--- config.mk ---
export PLATFORM = sky130hd
export DESIGN_NAME = uart_rx_flat
export DESIGN_NICKNAME = d
export VERILOG_FILES = /design/src/rtl/uart_pkg.sv /design/src/rtl/uart_rx_if.sv /design/src/rtl/sync_2ff.sv /design/src/rtl/uart_rx.sv /design/src/flat_wrapper.sv
export SDC_FILE = /design/constraint.sdc
export NUM_CORES = 1
export LEC_CHECK = 0
export ABC_AREA = 1
export CORE_ASPECT_RATIO = 1.75
export CORE_UTILIZATION = 51
export CTS_BUF_LIST = sky130_fd_sc_hd__clkbuf_8
export DETAILED_ROUTE_END_ITERATION = 7
export PLACE_DENSITY = 0.89
export SLEW_MARGIN = 20
export SYNTH_ARGS = -nofsm -noshare
export SYNTH_HDL_FRONTEND = slang
export SYNTH_SLANG_ARGS = --single-unit
--- constraint.sdc ---
create_clock -name clk_50mhz -period 1.4 [get_ports clk_50mhz]
set_input_delay 0.14 -clock clk_50mhz [delete_from_list [all_inputs] [get_ports clk_50mhz]]
set_output_delay 0.14 -clock clk_50mhz [all_outputs]
set_load 0.02 [all_outputs]
--- src/rtl/uart_pkg.sv ---
// Shared UART definitions: receiver state encoding, default frame
// geometry and the system clock / baud constants used by rx, tx and bench.
package uart_pkg;

   typedef enum logic [1:0] {
      IDLE  = 2'd0,
      START = 2'd1,
      DATA  = 2'd2,
      STOP  = 2'd3
   } state_t;

   localparam int DATA_BITS_DEF  = 8;
   localparam int OVERSAMPLE_DEF = 16;
   localparam int CLK_HZ         = 50_000_000;
   localparam int BAUD           = 115200;

   // Clock cycles between oversample enables (27 at 50 MHz / 115200).
   function automatic int baud_div();
      return CLK_HZ / (BAUD * OVERSAMPLE_DEF);
   endfunction

endpackage

--- src/rtl/uart_rx_if.sv ---
// Receiver-to-consumer bundle: received byte, sticky status flags and
// the consumer's clear. master = receiver side, slave = consumer side.
interface uart_rx_if
   import uart_pkg::*;
#(
   parameter int DATA_BITS = DATA_BITS_DEF
) ();

   logic                 rdy_clr;
   logic [DATA_BITS-1:0] data;
   logic                 rdy;
   logic                 frame_err;
   logic                 overrun;

   modport master (
      input  rdy_clr,
      output data,
      output rdy,
      output frame_err,
      output overrun
   );

   modport slave (
      output rdy_clr,
      input  data,
      input  rdy,
      input  frame_err,
      input  overrun
   );

endinterface

--- src/rtl/sync_2ff.sv ---
// Single-bit two-flop synchroniser with parameterised reset value.
// Ports: clk, rst_n (async low), d (async in), q (synchronised out).
module sync_2ff #(
   parameter logic RST_VAL = 1'b1
) (
   input  logic clk,
   input  logic rst_n,
   input  logic d,
   output logic q
);

   logic meta;

   always_ff @(posedge clk or negedge rst_n) begin
      if (!rst_n) begin
         meta <= RST_VAL;
         q    <= RST_VAL;
      end else begin
         meta <= d;
         q    <= meta;
      end
   end

endmodule

--- src/rtl/uart_rx.sv ---
// 8N1 UART receiver with 16x oversampling, mid-bit start validation,
// sticky rdy / frame_err / overrun cleared by bus.rdy_clr.
// Ports: clk_50mhz, rst_n, rxclk_en (oversample tick), rx, bus (master).
module uart_rx
   import uart_pkg::*;
#(
   parameter int DATA_BITS  = DATA_BITS_DEF,
   parameter int OVERSAMPLE = OVERSAMPLE_DEF
) (
   input  logic      clk_50mhz,
   input  logic      rst_n,
   input  logic      rxclk_en,
   input  logic      rx,
   uart_rx_if.master bus
);

   localparam int SW = $clog2(OVERSAMPLE);
   localparam int BW = $clog2(DATA_BITS);
   localparam logic [SW-1:0] HALF_LAST = SW'(OVERSAMPLE / 2 - 1);
   localparam logic [SW-1:0] FULL_LAST = SW'(OVERSAMPLE - 1);
   localparam logic [BW-1:0] BIT_LAST  = BW'(DATA_BITS - 1);

   state_t               state, state_nxt;
   logic [SW-1:0]        sample_cnt, sample_nxt;
   logic [BW-1:0]        bit_cnt, bit_nxt;
   logic [DATA_BITS-1:0] shreg, shreg_nxt;
   logic                 byte_done;
   logic                 ferr_set;
   logic                 rx_s;

   logic [DATA_BITS-1:0] data_q;
   logic                 rdy_q;
   logic                 ferr_q;
   logic                 ovr_q;

   sync_2ff #(.RST_VAL(1'b1)) u_sync (
      .clk   (clk_50mhz),
      .rst_n (rst_n),
      .d     (rx),
      .q     (rx_s)
   );

   always_ff @(posedge clk_50mhz or negedge rst_n) begin
      if (!rst_n) begin
         state      <= IDLE;
         sample_cnt <= '0;
         bit_cnt    <= '0;
         shreg      <= '0;
      end else begin
         state      <= state_nxt;
         sample_cnt <= sample_nxt;
         bit_cnt    <= bit_nxt;
         shreg      <= shreg_nxt;
      end
   end

   always_comb begin
      state_nxt  = state;
      sample_nxt = sample_cnt;
      bit_nxt    = bit_cnt;
      shreg_nxt  = shreg;
      byte_done  = 1'b0;
      ferr_set   = 1'b0;
      if (rxclk_en) begin
         unique case (state)
            IDLE: begin
               sample_nxt = '0;
               if (!rx_s) state_nxt = START;
            end
            START: begin
               if (sample_cnt == HALF_LAST) begin
                  sample_nxt = '0;
                  bit_nxt    = '0;
                  // A start bit that is gone by mid-bit was a glitch.
                  state_nxt  = rx_s ? IDLE : DATA;
               end else begin
                  sample_nxt = sample_cnt + 1'b1;
               end
            end
            DATA: begin
               if (sample_cnt == FULL_LAST) begin
                  sample_nxt = '0;
                  // Right shift: first (LSB) bit ends up in bit 0.
                  shreg_nxt  = {rx_s, shreg[DATA_BITS-1:1]};
                  if (bit_cnt == BIT_LAST) state_nxt = STOP;
                  else bit_nxt = bit_cnt + 1'b1;
               end else begin
                  sample_nxt = sample_cnt + 1'b1;
               end
            end
            STOP: begin
               if (sample_cnt == FULL_LAST) begin
                  sample_nxt = '0;
                  state_nxt  = IDLE;
                  byte_done  = rx_s;
                  ferr_set   = !rx_s;
               end else begin
                  sample_nxt = sample_cnt + 1'b1;
               end
            end
            default: state_nxt = IDLE;
         endcase
      end
   end

   // Flags: a set event in the same cycle as rdy_clr takes priority.
   always_ff @(posedge clk_50mhz or negedge rst_n) begin
      if (!rst_n) begin
         data_q <= '0;
         rdy_q  <= 1'b0;
         ferr_q <= 1'b0;
         ovr_q  <= 1'b0;
      end else begin
         if (byte_done) begin
            data_q <= shreg;
            rdy_q  <= 1'b1;
         end else if (bus.rdy_clr) begin
            rdy_q  <= 1'b0;
         end
         if (ferr_set)         ferr_q <= 1'b1;
         else if (bus.rdy_clr) ferr_q <= 1'b0;
         if (byte_done && rdy_q) ovr_q <= 1'b1;
         else if (bus.rdy_clr)   ovr_q <= 1'b0;
      end
   end

   assign bus.data      = data_q;
   assign bus.rdy       = rdy_q;
   assign bus.frame_err = ferr_q;
   assign bus.overrun   = ovr_q;

endmodule

--- src/flat_wrapper.sv ---
// flat-port wrapper written by rule: the top's interface ports become plain ports
module uart_rx_flat import uart_pkg::*;
#(
   parameter int DATA_BITS  = DATA_BITS_DEF,
   parameter int OVERSAMPLE = OVERSAMPLE_DEF
)
  (clk_50mhz, rst_n, rxclk_en, rx, bus_rdy_clr, bus_data, bus_rdy, bus_frame_err, bus_overrun);
  uart_rx_if #(.DATA_BITS(DATA_BITS)) bus_i ();
  input  logic clk_50mhz;
  input  logic rst_n;
  input  logic rxclk_en;
  input  logic rx;
  input wire logic [$bits(bus_i.rdy_clr)-1:0] bus_rdy_clr;
  output wire logic [$bits(bus_i.data)-1:0] bus_data;
  output wire logic [$bits(bus_i.rdy)-1:0] bus_rdy;
  output wire logic [$bits(bus_i.frame_err)-1:0] bus_frame_err;
  output wire logic [$bits(bus_i.overrun)-1:0] bus_overrun;
  assign bus_i.rdy_clr = bus_rdy_clr;
  assign bus_data = bus_i.data;
  assign bus_rdy = bus_i.rdy;
  assign bus_frame_err = bus_i.frame_err;
  assign bus_overrun = bus_i.overrun;
  uart_rx #(.DATA_BITS(DATA_BITS), .OVERSAMPLE(OVERSAMPLE)) u_core (.clk_50mhz(clk_50mhz), .rst_n(rst_n), .rxclk_en(rxclk_en), .rx(rx), .bus(bus_i));
endmodule
* Yosys cells after proc, flatten, opt, wreduce, memory -nomap -nowiden
Cells that the tools add are included.
** Operators by class
- Add/sub/neg operators :: 2
- Equality and inequality tests :: 12
- Mux-type cells :: 24
- Reductions and logical operators :: 11
** Operators by type and width (count)
- $mux 2 :: 6
- $pmux 4 s3 :: 1
- $mux 1 :: 10
- $mux 3 :: 3
- $mux 4 :: 2
- $ne 2x1->1 const B :: 4
- $pmux 2 s4 :: 1
- $reduce_bool 2->1 :: 4
- $pmux 3 s2 :: 1
- $reduce_and 6->1 :: 1
- $reduce_and 5->1 :: 1
- $add 4x1->4 const B :: 1
- $eq 2x2->1 const B :: 2
- $eq 4x3->1 const B :: 1
- $eq 4x4->1 const B :: 1
- $ne 2x2->1 const B :: 2
- $add 3x1->3 const B :: 1
- $eq 3x3->1 const B :: 1
- $reduce_and 3->1 :: 1
- $eq 2x1->1 const B :: 1
- $logic_not 2->1 :: 1
- $reduce_or 2->1 :: 1
- $logic_and 1x1->1 :: 1
- $logic_not 1->1 :: 1
** Storage, ports and cells
- Register bits after elaboration :: 30
- Word-level logic and storage cells :: 59

* Longest topological paths before layout
- Depth in word-level cells :: 6
- Mapped depth :: 9

* By module
Synthesis repeated with hierarchy kept, for this count alone.
** Unflattened totals
- Cells, all modules :: 145
- Area, all modules :: 1407.6 um^2
** By module, submodules not included
- uart_rx :: times used 1, cells each 143, area each 1355.0 um^2, seq. area each 700.7 um^2
- sync_2ff :: times used 1, cells each 2, area each 52.6 um^2, seq. area each 52.6 um^2

* Worst setup path before layout
No wires, ideal clock.
- Path kind :: reg2reg
- Start :: register u_core.sample_cnt[0]
- End :: register u_core.shreg[0]
- Setup time :: 0.126 ns
- Data arrival time :: 1.230 ns
- Required time :: 1.274 ns
- Slack :: 0.044 ns
- Stages on the path, launching flop included :: 6
- Path buffers :: 1
- Period minus slack after synthesis :: 1.356 ns
- Cells stage by stage :: dfrtp_1 > ha_1 > nand3_2 > nor4_4 > buf_6 > o21ai_0
** On the way
- Cells in the longest elaborated chain, start to end :: 2
** RTL lines
- start: declaration :: line uart_rx.sv:24 : logic [SW-1:0] sample_cnt, sample_nxt;
- start signal: assignment :: line uart_rx.sv:51 : sample_cnt <= sample_nxt;
- $eq 4x4->1 :: line uart_rx.sv:81 : if (sample_cnt == FULL_LAST) begin
- $reduce_and 3->1 (no source line)
- end signal: assignment :: line uart_rx.sv:53 : shreg <= shreg_nxt;
- end: declaration :: line uart_rx.sv:26 : logic [DATA_BITS-1:0] shreg, shreg_nxt;
Every way passes these cells.
A chain may end at the register's enable or synchronous reset.

* Worst setup path in the final report
- Start :: register u_core.bit_cnt[1]
- End :: register u_core.bit_cnt[2]
** On the way
- Cells in the longest elaborated chain, start to end :: 4
** RTL lines
- start: declaration :: line uart_rx.sv:25 : logic [BW-1:0] bit_cnt, bit_nxt;
- start signal: assignment :: line uart_rx.sv:52 : bit_cnt <= bit_nxt;
- $add 3x1->3 :: line uart_rx.sv:86 : else bit_nxt = bit_cnt + 1'b1;
- $mux 3 :: line uart_rx.sv:85 : if (bit_cnt == BIT_LAST) state_nxt = STOP;
- $mux 3 :: line uart_rx.sv:81
- $pmux 3 s2 :: line uart_rx.sv:65 : unique case (state)
Parallel ways exist; a longest one is shown, timed or not. The select of a mux whose other input is x is not followed.

==> metrics <==
grt total ovfl=0; Peak VDD IR=0.754 mV; Synth top area share=53.7%; DRT iter0 DRCs=21; Initial Util=55.3%; CP Data Required Time=1560 ps; clk_skew=11.8 ps; largest net degree at the start of global routing=31; Fin. Hold Viols=0; register-to-register setup slack=-20 ps; Syn Nets=148; register area share after synthesis=57.7%; ys flop type=dfrtp_1; Max-Cap Viols=0; clk buf depth=2; synth top area cells=dfrtp_1 54%, nand2_1 10%, inv_1 5.2%; placed cell areas=1550 um^2; FP Rows=23; HPWL Detailed=1820 um; FF-to-FF Start=u_core.bit_cnt[1]; Final Util=77.5%; number of synthesized flops with an enable pin=0; CTS H-tree lvls=2; pwr dens=1290 nW/um^2; YS warnings=0; crit-path max FO=6; floorplan die height=68.9 um; die width=40.2 um; Num CTS Buffers=5; CTS clk-pin slew, worst paths=70 ps; Avg Cell Area, Syn=9.32 um^2; Setup-failing EPs final=3; Synth async-reset ratio=100%; I/O Pins=16; GRT Overall Usage=24.6%; TNS Setup=-28.4 ps; Synth Instances=140; via/cell ratio=5.43; top cells by count, synth=36 x nand2_1, 28 x dfrtp_1, 18 x inv_1; drt first pass iters=4; clk_lat worst skew=290 ps; worst rel slew slack=75.4%; WS Path Type=flip-flop to flip-flop; vias in the first global route=1017; Post-Syn Area=1310 um^2; Peak Freq=702 MHz; Hold Path Class=input pin to asynchronous set/reset pin; Root Driver=clkbuf_8; post-route ant nets=0; cell taking the most area after synthesis=dfrtp_1; Setup crit start kind=flip-flop; cell area after layout=1830 um^2; register bit total from synthesis=30; worst slew pin tran=369 ps; first-pass GRT wire length=4250 um; Arr. time, crit path=1590 ps; crit end category=flip-flop; Nets=183; Post-Place Cells=185; status=finished with violations; final worst-path setup slack=-24.8 ps; RSZ-0062 raised after global routing=yes; die area=2770 um^2; via count=1091; Antenna Diode Count=0; initial antenna violation count=0; core area=2360 um^2; Port Buffers=15; depth of the most critical reg-to-reg path=8; WL/cell=16.0 um; Final Max Tran Viols=0; Area Overhead vs Synth=40.1%; post-synth cell types=22; top-count cell post-synth=nand2_1; Remaining DRCs=0; GP Congestion=0.726; Final min period=1420 ps; reg-to-reg endpoint=u_core.bit_cnt[2]; clk sinks=30; period utilization=102%; share of post-route cells with drive strength above 1=28.4%; total wire length=3220 um; failing checks=setup timing; cts hold-fix bufs=0; leakage=0.999 nW; Final Non-Filler Cells=201; CTS tree=done
[where the power goes]
part,switching (mW),internal [mW],leakage [nW]
sequential,0.136,0.963,0.385
clock,0.302,0.330,0.0519
combinational,0.361,0.264,0.562
total,0.799,1.56,0.999
[repair_timing]
item                       in CTS  in global routing
cloned                          1                  0
resized for setup              11                 29
setup endpoints to repair      17                 33
pin swaps                       4                  6
hold endpoints to repair        0                  0
setup buffers                   5                  2
[worst max-delay path, stage by stage, from the launching register on]
cell     delay, ps
dfrtp_1        420
ha_4           180
ha_4           150
inv_2           50
nand3_2        100
o21ai_2        100
nand2_2        120
nand2_1         90
o21ai_0         90
[layer usage]
metal  track usage [%]  vias to the layer above  wire length, um
met5                 0                        -                0
met4              15.8                        0               89
met3              9.62                        8              109
met2              42.3                       20             1850
met1              22.3                      539             1180
li1                  -                      524                -
[logic make-up after synthesis]
kind of cell    count (synthesis)  share of synthesized area (%)
buf+inv                        22                           7.00
compound gates                 30                           12.6
simple gates                   54                           19.2
xor+xnor                        1                          0.671
flops                          30                           57.7
fa+ha+maj                       3                           2.88
[registers in the layout (all words and copies together) (netlist names), named ones only]
signal                flops
u_core.state              1
u_core.bus.frame_err      1
u_core.bus.data           8
u_core.bit_cnt            3
u_core.u_sync.q           1
u_core.shreg              8
u_core.bus.rdy            1
u_core.u_sync.meta        1
u_core.bus.overrun        1
u_core.sample_cnt         4
[worst max-delay path by stage]
stage                              start  cells past startpoint  slack, ps           endpoint
finish                 u_core.bit_cnt[1]                      8        -20  u_core.bit_cnt[2]
global route           u_core.bit_cnt[0]                      8        -90  u_core.bit_cnt[2]
CTS                    u_core.bit_cnt[0]                      8        -20  u_core.bit_cnt[0]
detailed placement     u_core.bit_cnt[0]                      8       -100  u_core.bit_cnt[1]
global placement                rxclk_en                      5         30    u_core.shreg[3]
floorplan           u_core.sample_cnt[0]                      5         40    u_core.shreg[0]
[cell type report]
| cell class | instances | area, um^2 |
|---|---|---|
| flip-flops and latches | 30 | 754 |
| well taps | 25 | 31.3 |
| clock inverters | 3 | 11.3 |
| repair buffers | 30 | 338 |
| multi-input cells | 88 | 549 |
| clock buffers | 5 | 68.8 |
| fillers | 145 | 532 |
| inverters | 20 | 75.1 |
[placed cells by master, fill, tap and decap left out, drive strengths merged]
cell type | Yosys | layout
o21ai | 23 | 23
xor2 | 1 | 1
a21oi | 4 | 4
and2 | 1 | 1
nand3 | 8 | 8
clkdlybuf4s50 | 0 | 5
buf | 2 | 14
o22ai | 2 | 2
bufbuf | 0 | 1
a22o | 1 | 1
nand2 | 38 | 38
ha | 3 | 3
nor2 | 6 | 6
clkbuf | 0 | 5
nor4 | 1 | 1
dfstp | 2 | 2
dlygate4sd2 | 0 | 1
dfrtp | 28 | 28
dlymetal6s2s | 0 | 9
inv | 20 | 23
[through the flow]
step                setup slack (ps)  total power [mW]  hold slack [ps]
detailed placement             -97.3              1.53              354
finish                         -24.8              2.36              229
global route                   -85.1              2.49              256
CTS                            -16.0              2.24              245
floorplan                       44.5              1.36             -156
global placement                28.4              1.49              350
(Power assumes the default switching activity.)
